--- config.mk ---
export PLATFORM = sky130hd
export DESIGN_NAME = cfs_apb_regfile
export DESIGN_NICKNAME = d
export VERILOG_FILES = /design/src/rtl/cfs_apb_regfile.sv
export SDC_FILE = /design/constraint.sdc
export NUM_CORES = 1
export LEC_CHECK = 0
export CAP_MARGIN = 20
export CELL_PAD_IN_SITES_DETAIL_PLACEMENT = 1
export CELL_PAD_IN_SITES_GLOBAL_PLACEMENT = 1
export CORE_AREA = 3 3 229 231
export CTS_CLUSTER_DIAMETER = 60
export DETAILED_ROUTE_END_ITERATION = 10
export DIE_AREA = 0 0 232 234
export GPL_TIMING_DRIVEN = 0
export HOLD_SLACK_MARGIN = 0.05
export PLACE_DENSITY = 0.67
export SYNTH_ARGS = -nofsm -noshare
export SYNTH_HDL_FRONTEND = slang
export SYNTH_SLANG_ARGS = --single-unit
--- constraint.sdc ---
create_clock -name pclk -period 3.3 [get_ports pclk]
set_clock_uncertainty 0.1 [all_clocks]
set_input_delay 0.66 -clock pclk [delete_from_list [all_inputs] [get_ports pclk]]
set_output_delay 0.66 -clock pclk [all_outputs]
set_load 0.02 [all_outputs]
--- src/rtl/cfs_apb_regfile.sv ---
// cfs_apb_regfile: parametrised APB completer with a register bank, wait states, pslverr and requester protocol checking
module cfs_apb_regfile #(
    parameter int DATA_WIDTH = 32,
    parameter int ADDR_WIDTH = 16,
    parameter int NUM_REGS = 8,
    parameter int WAIT_STATES = 0,
    parameter logic [NUM_REGS-1:0] RO_MASK = '0
) (
    input  logic                           pclk,
    input  logic                           reset_n,
    input  logic [ADDR_WIDTH-1:0]          paddr,
    input  logic                           pwrite,
    input  logic                           psel,
    input  logic                           penable,
    input  logic [DATA_WIDTH-1:0]          pwdata,
    output logic                           pready,
    output logic [DATA_WIDTH-1:0]          prdata,
    output logic                           pslverr,
    output logic [NUM_REGS*DATA_WIDTH-1:0] reg_q,
    input  logic [NUM_REGS*DATA_WIDTH-1:0] hw_in,
    output logic                           protocol_err
);
    localparam logic [0:0] IDLE = 1'b0;
    localparam logic [0:0] ACCESS = 1'b1;
    localparam int LB = $clog2(DATA_WIDTH / 8);
    localparam int IW = NUM_REGS > 1 ? $clog2(NUM_REGS) : 1;
    localparam logic [ADDR_WIDTH-1:0] AMASK = ADDR_WIDTH'((1 << LB) - 1);
    localparam logic [ADDR_WIDTH:0] NREG = (ADDR_WIDTH + 1)'(NUM_REGS);
    localparam logic [3:0] WS = 4'(WAIT_STATES);

    logic [0:0]                          state;
    logic [3:0]                          cnt;
    logic [ADDR_WIDTH-1:0]               a_q;
    logic                                w_q;
    logic [DATA_WIDTH-1:0]               d_q;
    logic [NUM_REGS-1:0][DATA_WIDTH-1:0] regs;
    logic [NUM_REGS-1:0][DATA_WIDTH-1:0] hw;
    logic [ADDR_WIDTH-1:0]               idx;
    logic [IW-1:0]                       sel;
    logic                                in_acc;
    logic                                setup;
    logic                                viol;
    logic                                done;
    logic                                ro;
    logic                                err;

    assign hw = hw_in;
    assign reg_q = regs;

    // The setup phase is the IDLE-state cycle with psel and no penable; ACCESS is the registered state after it.
    always_comb begin
        in_acc = state == ACCESS;
        setup = state == IDLE && psel && !penable;
        viol = (state == IDLE && penable) ||
               (in_acc && (!psel || !penable || paddr != a_q || pwrite != w_q || pwdata != d_q));
        done = in_acc && cnt == WS && !viol;
        idx = a_q >> LB;
        sel = idx[IW-1:0];
        ro = RO_MASK[sel];
        err = |(a_q & AMASK) || !({1'b0, idx} < NREG) || (w_q && ro);
        pready = done;
        pslverr = done && err;
        prdata = (done && !w_q && !err) ? (ro ? hw[sel] : regs[sel]) : '0;
    end

    always_ff @(posedge pclk or negedge reset_n) begin
        if (!reset_n) begin
            state <= IDLE;
            cnt <= '0;
            a_q <= '0;
            w_q <= 1'b0;
            d_q <= '0;
            regs <= '0;
            protocol_err <= 1'b0;
        end else begin
            protocol_err <= viol;
            state <= (setup || (in_acc && !done && !viol)) ? ACCESS : IDLE;
            cnt <= in_acc ? cnt + 4'd1 : 4'd0;
            if (setup) begin
                a_q <= paddr;
                w_q <= pwrite;
                d_q <= pwdata;
            end
            if (done && w_q && !err)
                regs[sel] <= d_q;
        end
    end
endmodule

* Word level (Yosys, flattened, before mapping) *
Memories as Yosys holds them, arrays and structs flattened.
Cells that the tools add are included.

operators by class
  equal/unequal tests = 3
  reductions and logical operators = 32
  bitwise logic cells = 1
  add/sub/neg operators = 1
  order comparisons = 3
  mux-type cells = 12

operators by type and width
  cell                                                  count
  bitwise mux 256 bit                                   1
  binary-select mux 32 bit (select 3 bit)               2
  two-way mux 32 bit                                    5
  demux 32 bit (select 3 bit)                           1
  != test 32 bit                                        1
  != test 16 bit                                        1
  logical AND 1 bit                                     15
  < comparator 14 x 4 -> 1 bit (second input constant)  1
  logical OR 1 bit                                      8
  zero test 1 bit                                       7
  adder 4 x 1 -> 4 bit (second input constant)          1
  zero test 4 bit                                       1
  < comparator 3 x 4 -> 1 bit (second input constant)   1
  two-way mux 4 bit                                     1
  >= comparator 3 x 1 -> 1 bit (second input constant)  1
  two-way mux 1 bit                                     2
  OR reduction 2 bit                                    1
  != test 1 bit                                         1
  NOT 1 bit                                             1

word-level totals
  input port bits = 309
  memories kept = 1
  register bits after elaboration = 311
  ROM bits = 8
  output and inout port bits = 291

memory list
  memory           words  width  rd ports  clocked after Yosys merged registers in  write ports  line  text
  (no name shown)  8      1      1         0                                        0            59    ro = RO_MASK[sel];

* Logic depth before layout (Yosys ltp) *
Gate-level depths: netlist of run 1.

  word-level depth = 14
  depth in mapped cells = 9
  gate-level depth less buffers = 7

* Least setup slack after synthesis of run 1 *
Ideal clock, no wire load.

  path type = input -> output
  start = input paddr[9]
  end = output prdata[6]
  buffers on the path = 1
  setup slack = -438 ps
  arrival = 2978 ps
  cell stages on the path = 7
  cells stage by stage = xnor2_1 > o221ai_1 > nor4b_2 > nand4_1 > or4_1 > clkbuf_1 > a2111oi_0

between the ends
  word-level cells in the longest chain between the ends = 11

RTL lines
  element                          line  text
  start: declaration               11    input logic [ADDR_WIDTH-1:0] paddr,
  != test 16 bit                   55    (in_acc && (!psel || !penable || paddr != a_q || pwrite != w_q || pwdata != d_q));
  logical OR 1 bit (3 in series)   55
  logical AND 1 bit                55
  logical OR 1 bit                 54    viol = (state == IDLE && penable) ||
  zero test 1 bit                  56    done = in_acc && cnt == WS && !viol;
  logical AND 1 bit                56
  logical AND 1 bit (2 in series)  63    prdata = (done && !w_q && !err) ? (ro ? hw[sel] : regs[sel]) : '0;
  two-way mux 32 bit               63
  end: declaration                 17    output logic [DATA_WIDTH-1:0] prdata,

No other way between the ends.

* Final worst setup path of run 1 *
  start = register d_q[6]
  end = output prdata[11]

between the ends
  word-level cells in the longest chain between the ends = 9

RTL lines
  element                          line  text
  start: declaration               35    logic [DATA_WIDTH-1:0] d_q;
  start signal: assignment         82    d_q <= pwdata;
  != test 32 bit                   55
  logical OR 1 bit                 55
  logical AND 1 bit                55
  logical OR 1 bit                 54
  zero test 1 bit                  56
  logical AND 1 bit                56
  logical AND 1 bit (2 in series)  63
  two-way mux 32 bit               63

No other way between the ends.

==> results of run 1 <==
-- cells in the mapped netlist, drive strengths merged, types with 2 or more instances --
| library cell | count |
|---|---|
| nand4 | 13 |
| and2 | 4 |
| a21oi | 14 |
| a211oi | 11 |
| o21ai | 21 |
| xor2 | 3 |
| o22a | 3 |
| clkbuf | 40 |
| nand2b | 5 |
| dfrtp | 311 |
| nor2b | 5 |
| a221oi | 3 |
| mux4 | 8 |
| o22ai | 39 |
| mux2 | 335 |
| o221ai | 26 |
| mux2i | 19 |
| nand2 | 19 |
| nor2 | 33 |
| nor3 | 17 |
| a22o | 2 |
| buf | 56 |
| nor4b | 2 |
| xnor2 | 46 |
| inv | 6 |
| ha | 2 |
| or2 | 4 |
| nor4 | 8 |
| nand3 | 4 |
| o211ai | 2 |
-- timing repair --
| item | 4_1_cts | 5_1_grt |
|---|---|---|
| gates resized for setup | 427 | 39 |
| setup buffers | 14 | 17 |
| endpoints found under the setup margin | 281 | 213 |
| gates cloned | 1 | 0 |
| pin swaps | 49 | 21 |
-- per-layer routing --
metal,vias up,GRT usage [%],share of wire [%]
met1,6063,35.4,45
li1,4754,-,-
met5,-,0,0.28
met3,104,8.53,10
met4,30,6.99,2.2
met2,534,36.6,42
-- worst max-delay path by stage --
stage                  start          to  slack, ps  cells past startpoint
detailed placement    a_q[3]  prdata[19]      -2360                      9
floorplan           paddr[9]  prdata[11]       -190                      7
global route          d_q[6]  prdata[11]       -730                     10
global placement     reset_n  reg_q[144]     -12460                      1
finish                d_q[6]  prdata[11]       -690                     10
CTS                   d_q[8]   prdata[3]       -630                      9
-- through the flow --
step                      hold slack [ps]  setup TNS, ps  util [%]  worst slack, ps
after floorplan                       264           -368         -             -186
after CTS                            76.2         -23650      42.0             -635
after global placement                373       -4187540      37.3           -12460
final                                69.1         -18520      42.6             -687
after global routing                  122         -21240      42.5             -731
after detailed placement              383        -316290      37.8            -2360
-- registers in the layout (all words and copies together), names as in the netlist --
register      count
reg_q           256
d_q              32
a_q              16
cnt               4
in_acc            1
protocol_err      1
w_q               1
-- layout make-up --
type | count | area (sq um)
fillers | 5206 | 28900
flip-flops and latches | 311 | 7810
multi-input cells | 657 | 6930
repair buffers | 386 | 3960
clock buffers | 51 | 1080
well taps | 672 | 841
plain buffers | 69 | 541
clock inverters | 18 | 193
diodes | 11 | 27.5
inverters | 7 | 26.3
-- worst max-delay path, stage by stage, from the launching register on --
cell and delay [ps]:
dfrtp_1 380, buf_6 140, xnor2_4 240, nand4_1 140
nor4_2 280, nand4_1 150, or4_4 490, buf_12 170
buf_12 130, nor4b_4 330, buf_4 220
-- cells by family (layout without fill, tap and decap cells) --
group | after synthesis | count (layout) | synth area share [%]
muxes | 362 | 362 | 28.8
DFF | 311 | 311 | 54.2
AOI/OAI and AO/OA | 125 | 125 | 5.89
and+or+nand+nor | 119 | 119 | 4.71
buffers and inverters | 103 | 531 | 3.26
xor gates and xnor gates | 49 | 49 | 2.99
adders and majority gates | 2 | 2 | 0.174
other | 0 | 11 | 0
-- power by group through the flow --
stage | registers (mW) | logic (mW) | clock network [mW]
final | 4.11 | 1.98 | 4.37
after global routing | 4.13 | 2.08 | 4.59
after CTS | 4.10 | 1.96 | 4.43
after detailed placement | 4.06 | 1.80 | 0
after global placement | 4.06 | 1.70 | 0
after floorplan | 4.04 | 0.877 | 0
==> flow_summary_export.csv, run 1 <==
group,metric,value,unit
cts,cts-hold-fix-buffers,0,
logic_synthesis,synth_area_leaders,"dfrtp_1 54%, mux2_2 23%, mux2_1 3.7%",
sta,tightestPinTransition,887,ps
logic_synthesis,syn-num-nets,1382,
global_route,grt_pass1_wl,95.1,mm
power,ir_worst_vdd,0.336,mV
floorplanning,num_io_pins,600,
sta,post-route-min-period,3990,ps
global_route,antenna_found_initial,23,
layout,syn_to_final_growth,49.0,%
logic_synthesis,synth_edf_count,0,
sta,max_clock_freq,251,MHz
logic_synthesis,async_flop_share,100,%
logic_synthesis,syn-cell-area,14400,sq um
power,fin_total_pwr,10.5,mW
placement,io_buffer_count,343,
cts,ctsHtreeMaxLevel,2,
layout,stdcell_area,21400,sq um
logic_synthesis,synth_ff_type,"dfrtp_1",
setup_path,crit_path_max_fanout,4,
detailed_routing,avgViaCountPerCell,5.26,
placement,placedCellCount,2098,
power,p_sw,3.25,mW
cts,path_clk_slew,60,ps
floorplanning,die_w,232,um
layout,final_common_cell,"dfrtp_1",
power,p_clk_share,41.8,%
detailed_routing,first_pass_iters,4,
logic_synthesis,ys_ff_latch,311,
cts,cts_sinks,311,
min_path,hp-class,"primary input to asynchronous set/reset pin",
setup_path,r2r_start,"d_q[6]",
layout,fin_cells,2182,
setup_path,r2r_slack,10,ps
sta,finalHoldViolCount,0,
detailed_routing,dr.first_iter.drc_count,899,
layout,drive_gt1_share,40.6,%
floorplanning,initial_core_util,28.6,%
status,failed_checks,"negative setup slack",
placement,gp_congestion,0.869,
global_route,grt_pass1_vias,12192,
setup_path,worst_ep_required_time,2540,ps
sta,layout_setup_ws,-687,ps
power,combPwrFrac,18.9,%
setup_path,cp-end-kind,"output port",
status,status,"complete, but fails checks",
sta,rsz0062_at_grt,"yes",
logic_synthesis,yosysTopAreaCellShare,54.2,%
logic_synthesis,netlist_instances,1071,
sta,maxSlewViolCount,0,
cts,cts_tree,"done",
cts,cts_made_buffers,40,
setup_path,worstRegToRegCells,9,
power,p_int,7.21,mW
cts,clockRootBuffer,"clkbuf_16",
layout,fin_nets,1783,
power,p_leak,9.65,nW
power,powerDensity,489,nW/um^2
sta,setup_viol,34,
floorplanning,coreArea,50300,sq um
global_route,grt_max_degree,114,
global_route,grt_overflow,0,
setup_path,critPathKind,"register to output port",
sta,fin_crit_sh,121,%
cts,insertion_delay,570,ps
detailed_routing,drc,0,
logic_synthesis,synthDistinctLibCells,49,
logic_synthesis,avgSynthCellArea,13.4,sq um
floorplanning,die_y,234,um
power,sw_frac_of_total,31.0,%
placement,place_hpwl,50.2,mm
detailed_routing,wl_per_cell,31.9,um
detailed_routing,antenna_left,0,
logic_synthesis,yosysSeqAreaShare,54.2,%
run,drv_cap,0,
sta,maxSlewHeadroom,40.9,%
layout,mostFrequentLayoutCells,"289 x dfrtp_1, 288 x mux2_2, 269 x clkdlybuf4s50_1, 47 x mux2_1, 45 x buf_6",
detailed_routing,drt-total-wl,69.5,mm
detailed_routing,routed-via-count,11485,
floorplanning,die_area,54300,sq um
floorplanning,rows,82,
setup_path,start_kind,"register",
cts,clock_tree.buffer_depth,3,
power,p_seq_share,39.3,%
global_route,grt_usage,25.1,%
setup_path,crit_arrival,3230,ps
logic_synthesis,yosysWarnings,0,
logic_synthesis,yosysTopAreaCell,"dfrtp_1",
setup_path,reg2reg_to,"reg_q[177]",
placement,post_dp_cell_area,19000,sq um
Note: power is estimated with default switching activity, not from simulation.
==> run 2: changes to the inputs <==
- HOLD_SLACK_MARGIN: 0.05 -> 0.15
==> flow_summary_export.csv, run 2 (synthesis results as in run 1) <==
group,metric,value,unit
detailed_routing,wl_per_cell,31.9,um
setup_path,worstRegToRegCells,9,
cts,path_clk_slew,60,ps
detailed_routing,antenna_left,0,
min_path,hp-start,"pwdata[12]",
layout,drive_gt1_share,40.5,%
setup_path,r2r_start,"d_q[6]",
layout,largest_reg_flops,256,
placement,post_dp_cell_area,19000,sq um
floorplanning,num_io_pins,600,
setup_path,start_kind,"register",
cts,ctsHtreeMaxLevel,2,
detailed_routing,drc,0,
cts,insertion_delay,570,ps
layout,final_util,42.6,%
setup_path,crit_arrival,3220,ps
sta,post-route-min-period,3980,ps
global_route,antenna_found_initial,23,
detailed_routing,dr.first_iter.drc_count,817,
power,fin_total_pwr,10.5,mW
floorplanning,initial_core_util,28.6,%
sta,fin_crit_sh,121,%
placement,gp_congestion,0.869,
global_route,grt_overflow,0,
sta,maxSlewHeadroom,41.3,%
floorplanning,rows,82,
layout,mostFrequentLayoutCells,"289 x dfrtp_1, 288 x mux2_2, 269 x clkdlybuf4s50_1, 47 x mux2_1, 45 x buf_6",
status,status,"complete, but fails checks",
setup_path,critPathKind,"register to output port",
placement,io_buffer_count,343,
floorplanning,coreArea,50300,sq um
cts,cts_tree,"done",
global_route,grt_pass1_wl,95.1,mm
layout,num-fill-cells,5206,
setup_path,r2r_slack,20,ps
setup_path,critPathTopFamily,"simple AND/OR/NAND/NOR gates",
global_route,grt_max_degree,114,
setup_path,path_buf_inv,4,
detailed_routing,first_pass_iters,5,
sta,maxSlewViolCount,0,
cts,cts_sinks,311,
min_path,min_to,"d_q[12]",
layout,multiInputGateArea,6930,sq um
setup_path,crit_path_max_fanout,4,
setup_path,slowest_stage,"or4_4",
layout,stdcell_area,21400,sq um
setup_path,reg2reg_to,"reg_q[188]",
layout,final_common_cell,"dfrtp_1",
cts,clockRootBuffer,"clkbuf_16",
floorplanning,die_area,54300,sq um
layout,fin_nets,1784,
global_route,grt_pass1_vias,12192,
setup_path,cpPeakStageDelay,490,ps
sta,finalHoldViolCount,0,
detailed_routing,drt-total-wl,69.6,mm
power,powerDensity,488,nW/um^2
layout,syn_to_final_growth,49.0,%
setup_path,cp-end-kind,"output port",
status,failed_checks,"negative setup slack",
run,drv_cap,0,
floorplanning,die_y,234,um
sta,max_clock_freq,251,MHz
setup_path,worst_ep_required_time,2540,ps
layout,seqCellArea,7810,sq um
power,ir_worst_vdd,0.337,mV
min_path,hp-class,"primary input to register",
sta,setup_viol,34,
cts,clock_tree.buffer_depth,3,
sta,rsz0062_at_grt,"yes",
setup_path,path_cells,"buf_6, xnor2_4, nand4_1, nor4_2, nand4_1, or4_4, buf_12, buf_12, nor4b_4, buf_4",
detailed_routing,avgViaCountPerCell,5.29,
global_route,grt_usage,25.1,%
power,p_leak,9.66,nW
placement,place_hpwl,50.2,mm
sta,tns,-18500,ps
cts,cts_made_buffers,40,
detailed_routing,routed-via-count,11544,
setup_path,startpoint,"d_q[6]",
sta,layout_setup_ws,-680,ps
sta,tightestPinTransition,881,ps
floorplanning,die_w,232,um
min_path,holdPathStages,2,
## run 2: cell types whose count changed in the layout (fill, tap and decap cells not counted), sizes merged
cell         delta
diode           -1
dlygate4sd3     +1
## run 2: area by class of cell
cell class | instances | area share [%]
diodes | 10 | 0.117
plain buffers | 69 | 2.52
clock buffers | 51 | 5.06
clock inverters | 18 | 0.900
inverters | 7 | 0.123
multi-input cells | 657 | 32.3
flip-flops and latches | 311 | 36.5
well taps | 672 | 3.93
repair buffers | 387 | 18.5
## run 2: per-stage QoR
step                      setup WS [ps]  cells  hold WS (ps)
after floorplan                    -186   1071           264
after global placement           -12460   2086           373
after detailed placement          -2360   2098           383
after CTS                          -635   2156           368
after global routing               -731   2172           298
final                              -680   2182           304
## run 2: where the power goes
part / switching (mW) / internal [mW] / leakage, nW
clock network: 1.79 / 2.57 / 0.631
registers: 0.178 / 3.93 / 4.21
logic: 1.27 / 0.711 / 4.81
total: 3.24 / 7.21 / 9.66
## run 2: worst max-delay path by stage
stage	to	slack [ps]	cells past startpoint
floorplan	prdata[11]	-190	7
global placement	reg_q[144]	-12460	1
detailed placement	prdata[19]	-2360	9
CTS	prdata[3]	-630	9
global route	prdata[11]	-730	10
finish	prdata[11]	-680	10
## run 2: per-layer routing
layer | share of wire [%] | vias up | global-route usage, %
li1 | - | 4758 | -
met1 | 45 | 6089 | 35.4
met2 | 42 | 561 | 36.6
met3 | 10 | 104 | 8.53
met4 | 2.2 | 32 | 6.99
met5 | 0.30 | - | 0
## run 2: what timing repair did
item / 4_1_cts / 5_1_grt
cloned: 1 / 0
endpoints found under the hold margin: 102 / 0
buffers inserted: 14 / 17
resized for setup: 427 / 39
hold buffers: 1 / 0
pin swaps: 49 / 21
setup endpoints to repair: 281 / 213
==> RTL change 1 (flow settings as in run 2) <==
Register the output `pslverr`, cleared by the reset; this adds one clock of latency there. The other outputs are not delayed to match.
--- a/src/rtl/cfs_apb_regfile.sv
+++ b/src/rtl/cfs_apb_regfile.sv
@@ -28,4 +28,6 @@
     localparam logic [ADDR_WIDTH:0] NREG = (ADDR_WIDTH + 1)'(NUM_REGS);
     localparam logic [3:0] WS = 4'(WAIT_STATES);
+
+    logic pslverr_d;
 
     logic [0:0]                          state;
@@ -60,5 +62,5 @@
         err = |(a_q & AMASK) || !({1'b0, idx} < NREG) || (w_q && ro);
         pready = done;
-        pslverr = done && err;
+        pslverr_d = done && err;
         prdata = (done && !w_q && !err) ? (ro ? hw[sel] : regs[sel]) : '0;
     end
@@ -86,4 +88,12 @@
         end
     end
+    always_ff @(posedge pclk or negedge reset_n) begin
+        if (!reset_n) begin
+            pslverr <= '0;
+        end else begin
+            pslverr <= pslverr_d;
+        end
+    end
+
 endmodule
 
Function: changed (Yosys sat finds a counterexample within 4 cycles, from zero or initial values and one cycle with reset_n low).
==> RTL change 1 against run 2 <==
  * The run still ends with setup timing left
  * Area after synthesis rose by 0.24%
  * Combinational power down 7%
  * Via count is 2.1% higher
  * Sequential cell count up 1
  * Design area rose by 3.7%
  * Worst setup slack worse by 0.23 ns
  * Count of clock-buffer cells in the layout rose by 8
  * Wire length up 3.2%
  * Total power is 0.39% higher
  * First-iteration DRC count is 8.3% higher
  * Maximum frequency down 5.4%
  * Largest cell class unchanged
==> RTL change 1: results (changes against run 2) <==
status complete, but fails checks; failing checks setup timing; post-synthesis mux area share 28.5% (-0.29 points); synth top area cells dfrtp_1, mux2_1, mux2_2; top post-synthesis cells by count dfrtp_1, mux2_1, mux2_2; largest net degree at the start of global routing 121 (+6.1%); Gate power share 17.6% (-1.4 points); CP max stage delay 0.44 ns (-0.05 ns); post-CTS sizing 460 (+7.7%); Max H-tree Level 2 (unchanged); switching share of power 30.4% (-0.59 points); Setup-failing EPs final 48 (+41%); WP data arrival 3.45 ns (+0.23 ns); Clock net power 4.54 mW (+4%); cts bufs inserted 40 (unchanged); number of port buffers 343 (unchanged); First-pass DRT Iterations 8 (+3); reg-to-reg endpoint reg_q[58]; Final HPWL DP 50,600 um (+0.64%); hold-fix buffers at CTS 1 (unchanged); R2R cell count 13 (+4); Power Density 472 nW/um^2 (-3.2%); xor/xnor share of the synthesized area 2.92% (-0.068 points); critical path's slowest cell nor4_4; complex-gate fraction of the synthesized area 6.10% (+0.21 points); synthesized net count 1,387 (+0.36%); post-CTS setup buffer count 32 (+18); kind of cell adding the most delay to the critical path simple AND/OR/NAND/NOR gates; net count reported at finish 1,827 (+2.4%); initial antenna violation count 9 (-61%); Total Wirelength 71,800 um (+3.2%); share of post-route cells with drive strength above 1 32.0% (-8.6 points); worst-margin pin slew 1.07 ns (+0.191 ns); Synth Area in Adders 0.174% (-0.00041 points); R2R Setup Slk -0.03 ns (-0.05 ns); setup ws final -0.906 ns (-0.226 ns); Leakage 10.4 nW (+7.5%); Setup crit end prdata[17]; crit path max fanout 6 (+2); vias in the first global route 12,450 (+2.1%); Filler cells 5,170 (-0.69%); post-place instance area 19,000 um^2 (about the same); Crit Reg-Reg Startpoint d_q[10]; first-pass GRT wire length 98,200 um (+3.2%); Via density 5.31 (+0.33%); Setup crit start pwdata[10]; Unique masters post-synth 42 (-14%); VDD IR max 0.293 mV (-13%); Hold WC Path Type input port to flip-flop; Seq/Total Area, Yosys 54.2% (about the same); Total GRT Usage 26.0% (+0.91 points); DRT iter0 DRCs 885 (+8.3%); Post-Route Setup TNS -25.69 ns (-7.19 ns); Placer Congestion 0.829 (-4.6%)
RTL change 1: changes by cell type in the layout (fill, tap and decap cells not counted), sizes merged, moves of 8 or more:
cell / delta
xnor2: -45
xor2: +44
buf: +28
dlygate4sd2: -24
clkbuf: +15
dlymetal6s2s: +13
clkdlybuf4s50: +11
nor3: -11
nor2: +10
nor4: +9
nand3: +8
RTL change 1: how the worst min path moves through the flow:
stage | startpoint | endpoint | depth (start not counted)
6_report | paddr[7] | a_q[7] | 2
5_1_grt | paddr[7] | a_q[7] | 2
4_1_cts | pwdata[2] | d_q[2] | 2
3_5_place_dp | cnt[0] | cnt[0] | 1
3_3_place_gp | cnt[0] | cnt[0] | 1
2_1_floorplan | reset_n | a_q[0] | 0
RTL change 1: stage by stage:
step	hold WS [ns]	worst slack, ns	util [%]	instances
2_1_floorplan	0.264	-0.177	-	1076
3_3_place_gp	0.371	-12.46	37.3	2091
3_5_place_dp	0.405	-2.78	37.7	2103
4_1_cts	0.391	-1.01	43.2	2197
5_1_grt	0.312	-1.00	44.2	2219
6_report	0.316	-0.906	44.2	2221
RTL change 1: area by class of cell:
cell class | count | area [um^2] | share of cell area, %
Timing Repair Buffer | 422 | 4480 | 20.2
Inverter | 8 | 30.0 | 0.135
Multi-Input combinational cell | 662 | 6990 | 31.5
Clock buffer | 59 | 1160 | 5.24
Buffer | 70 | 679 | 3.06
Antenna cell | 3 | 7.51 | 0.0338
Tap cell | 672 | 841 | 3.79
Clock inverter | 13 | 184 | 0.828
Sequential cell | 312 | 7830 | 35.3
RTL change 1: per-layer routing:
layer  routed length [um]  track usage, %  share of wire (%)  vias to the layer above
met5                  103               0               0.14                        -
met4                 2170            8.48                3.0                       14
met3                 6780            8.67                9.4                      127
met2                30200            37.6                 42                      596
met1                32500            36.6                 45                     6204
li1                     -               -                  -                     4848
==> RTL change 2 (settings of run 2) <==
Without the edit above. Set the parameter `ADDR_WIDTH` to 17 (it was 16).
--- a/src/rtl/cfs_apb_regfile.sv
+++ b/src/rtl/cfs_apb_regfile.sv
@@ -2,5 +2,5 @@
 module cfs_apb_regfile #(
     parameter int DATA_WIDTH = 32,
-    parameter int ADDR_WIDTH = 16,
+    parameter int ADDR_WIDTH = 17,
     parameter int NUM_REGS = 8,
     parameter int WAIT_STATES = 0,
Ports: changed (resized paddr); port bits go from 600 to 601. No check against the original RTL was run, so the function may have changed too.
==> RTL change 2 against run 2 <==
  * Worst hold slack improved by 0.097 ns
  * Area after synthesis increased by 0.47%
  * Synthesized cell count increased by 2.3%
  * Total power increased by 2.8%
  * Clock power increased by 1%
  * Worst setup slack improved by 0.19 ns
  * Core utilization increased by 0.36 points
  * Sequential cell count increased by 1
  * Wire length increased by 2.2%
  * The flow still finishes with violations (setup timing)
  * Design area increased by 0.85%
==> RTL change 2: results (changes against run 2) <==
critical path's slowest cell dfrtp_2; met1 WL 30,900 um (-0.71%); status complete, but fails checks; Via density 5.38 (+1.7%); post-place instance area 18,800 um^2 (-0.73%); largest net degree at the start of global routing 118 (+3.5%); hold path endpoint cnt[0]; cts bufs inserted 41 (+2.5%); setup ws final -0.492 ns (+0.189 ns); Filler cells 5,166 (-0.77%); Final HPWL DP 50,300 um (+0.15%); post-CTS sizing 487 (+14%); Hold WC Path Type flip-flop to flip-flop; Unique masters post-synth 47 (-4.1%); Hold Startpoint cnt[0]; Leakage 9.55 nW (-1.1%); Setup-failing EPs final 34 (unchanged); net count reported at finish 1,810 (+1.5%); Post-Route Setup TNS -12.82 ns (+5.67 ns); Synth Area in Adders 0.173% (-0.00081 points); crit path max fanout 7 (+3); Placer Congestion 0.889 (+2.3%); R2R Setup Slk 0.11 ns (+0.09 ns); Setup crit start d_q[26]; Post-Syn Instances 1,096 (+2.3%); Final Non-Filler Cells 2,199 (+0.78%); worst slack, placed -2.36 ns (-0.00565 ns); failing checks setup timing; top post-synthesis cells by count mux2_2, dfrtp_1, clkbuf_1; Seq/Total Area, Yosys 54.1% (-0.080 points); met3 wire len 7470 um (+3.8%); WP data arrival 3.03 ns (-0.19 ns); metal2 WL 30,900 um (+4.4%); xor/xnor share of the synthesized area 3.15% (+0.17 points); met2 Track Usage GR 38.9% (+2.3 points); reg-to-reg endpoint reg_q[6]; CP max stage delay 0.45 ns (-0.04 ns); VDD IR max 0.306 mV (-9.0%); WL/cell 32.3 um (+1.4%); vias in the first global route 12,599 (+3.3%); Worst Hold Depth 1 (-1); worst-margin pin slew 0.902 ns (+0.0217 ns); first-pass GRT wire length 98,700 um (+3.8%); met3 GRT Util 9.79% (+1.3 points); switching share of power 31.2% (+0.22 points); number of port buffers 344 (+0.29%); share of post-route cells with drive strength above 1 42.8% (+2.3 points); post-synthesis mux area share 28.0% (-0.85 points); placed cell count 2,117 (+0.91%); GRT met1 Usage 34.8% (-0.56 points); Total GRT Usage 25.7% (+0.60 points); Crit Reg-Reg Startpoint d_q[5]
RTL change 2: cell types whose count changed after synthesis, moves of 6 or more:
cell / change
buf_2: -28
buf_4: +20
clkbuf_1: +12
mux2_1: -42
mux2_2: +30
nand4_1: +13
nor2_1: +6
nor3_2: -6
nor4_1: +10
o21ai_0: +10
o221ai_1: -8
RTL change 2: layout make-up:
class,count,area [um^2],area share (%)
sequential,312,7840,36.3
timing repair buffer,396,3970,18.4
multi-input combinational,680,7030,32.5
clock inverter,13,180,0.834
antenna,5,12.5,0.0579
inverter,6,22.5,0.104
clock buffer,54,1120,5.21
buffer,61,577,2.67
tap,672,841,3.89
RTL change 2: power by group through the flow:
stage               clock network [mW]  registers [mW]  logic, mW
floorplan                            0            4.05      0.928
global placement                     0            4.07       1.81
detailed placement                   0            4.07       1.86
CTS                               4.50            4.21       2.05
global route                      4.67            4.23       2.21
finish                            4.41            4.20       2.13
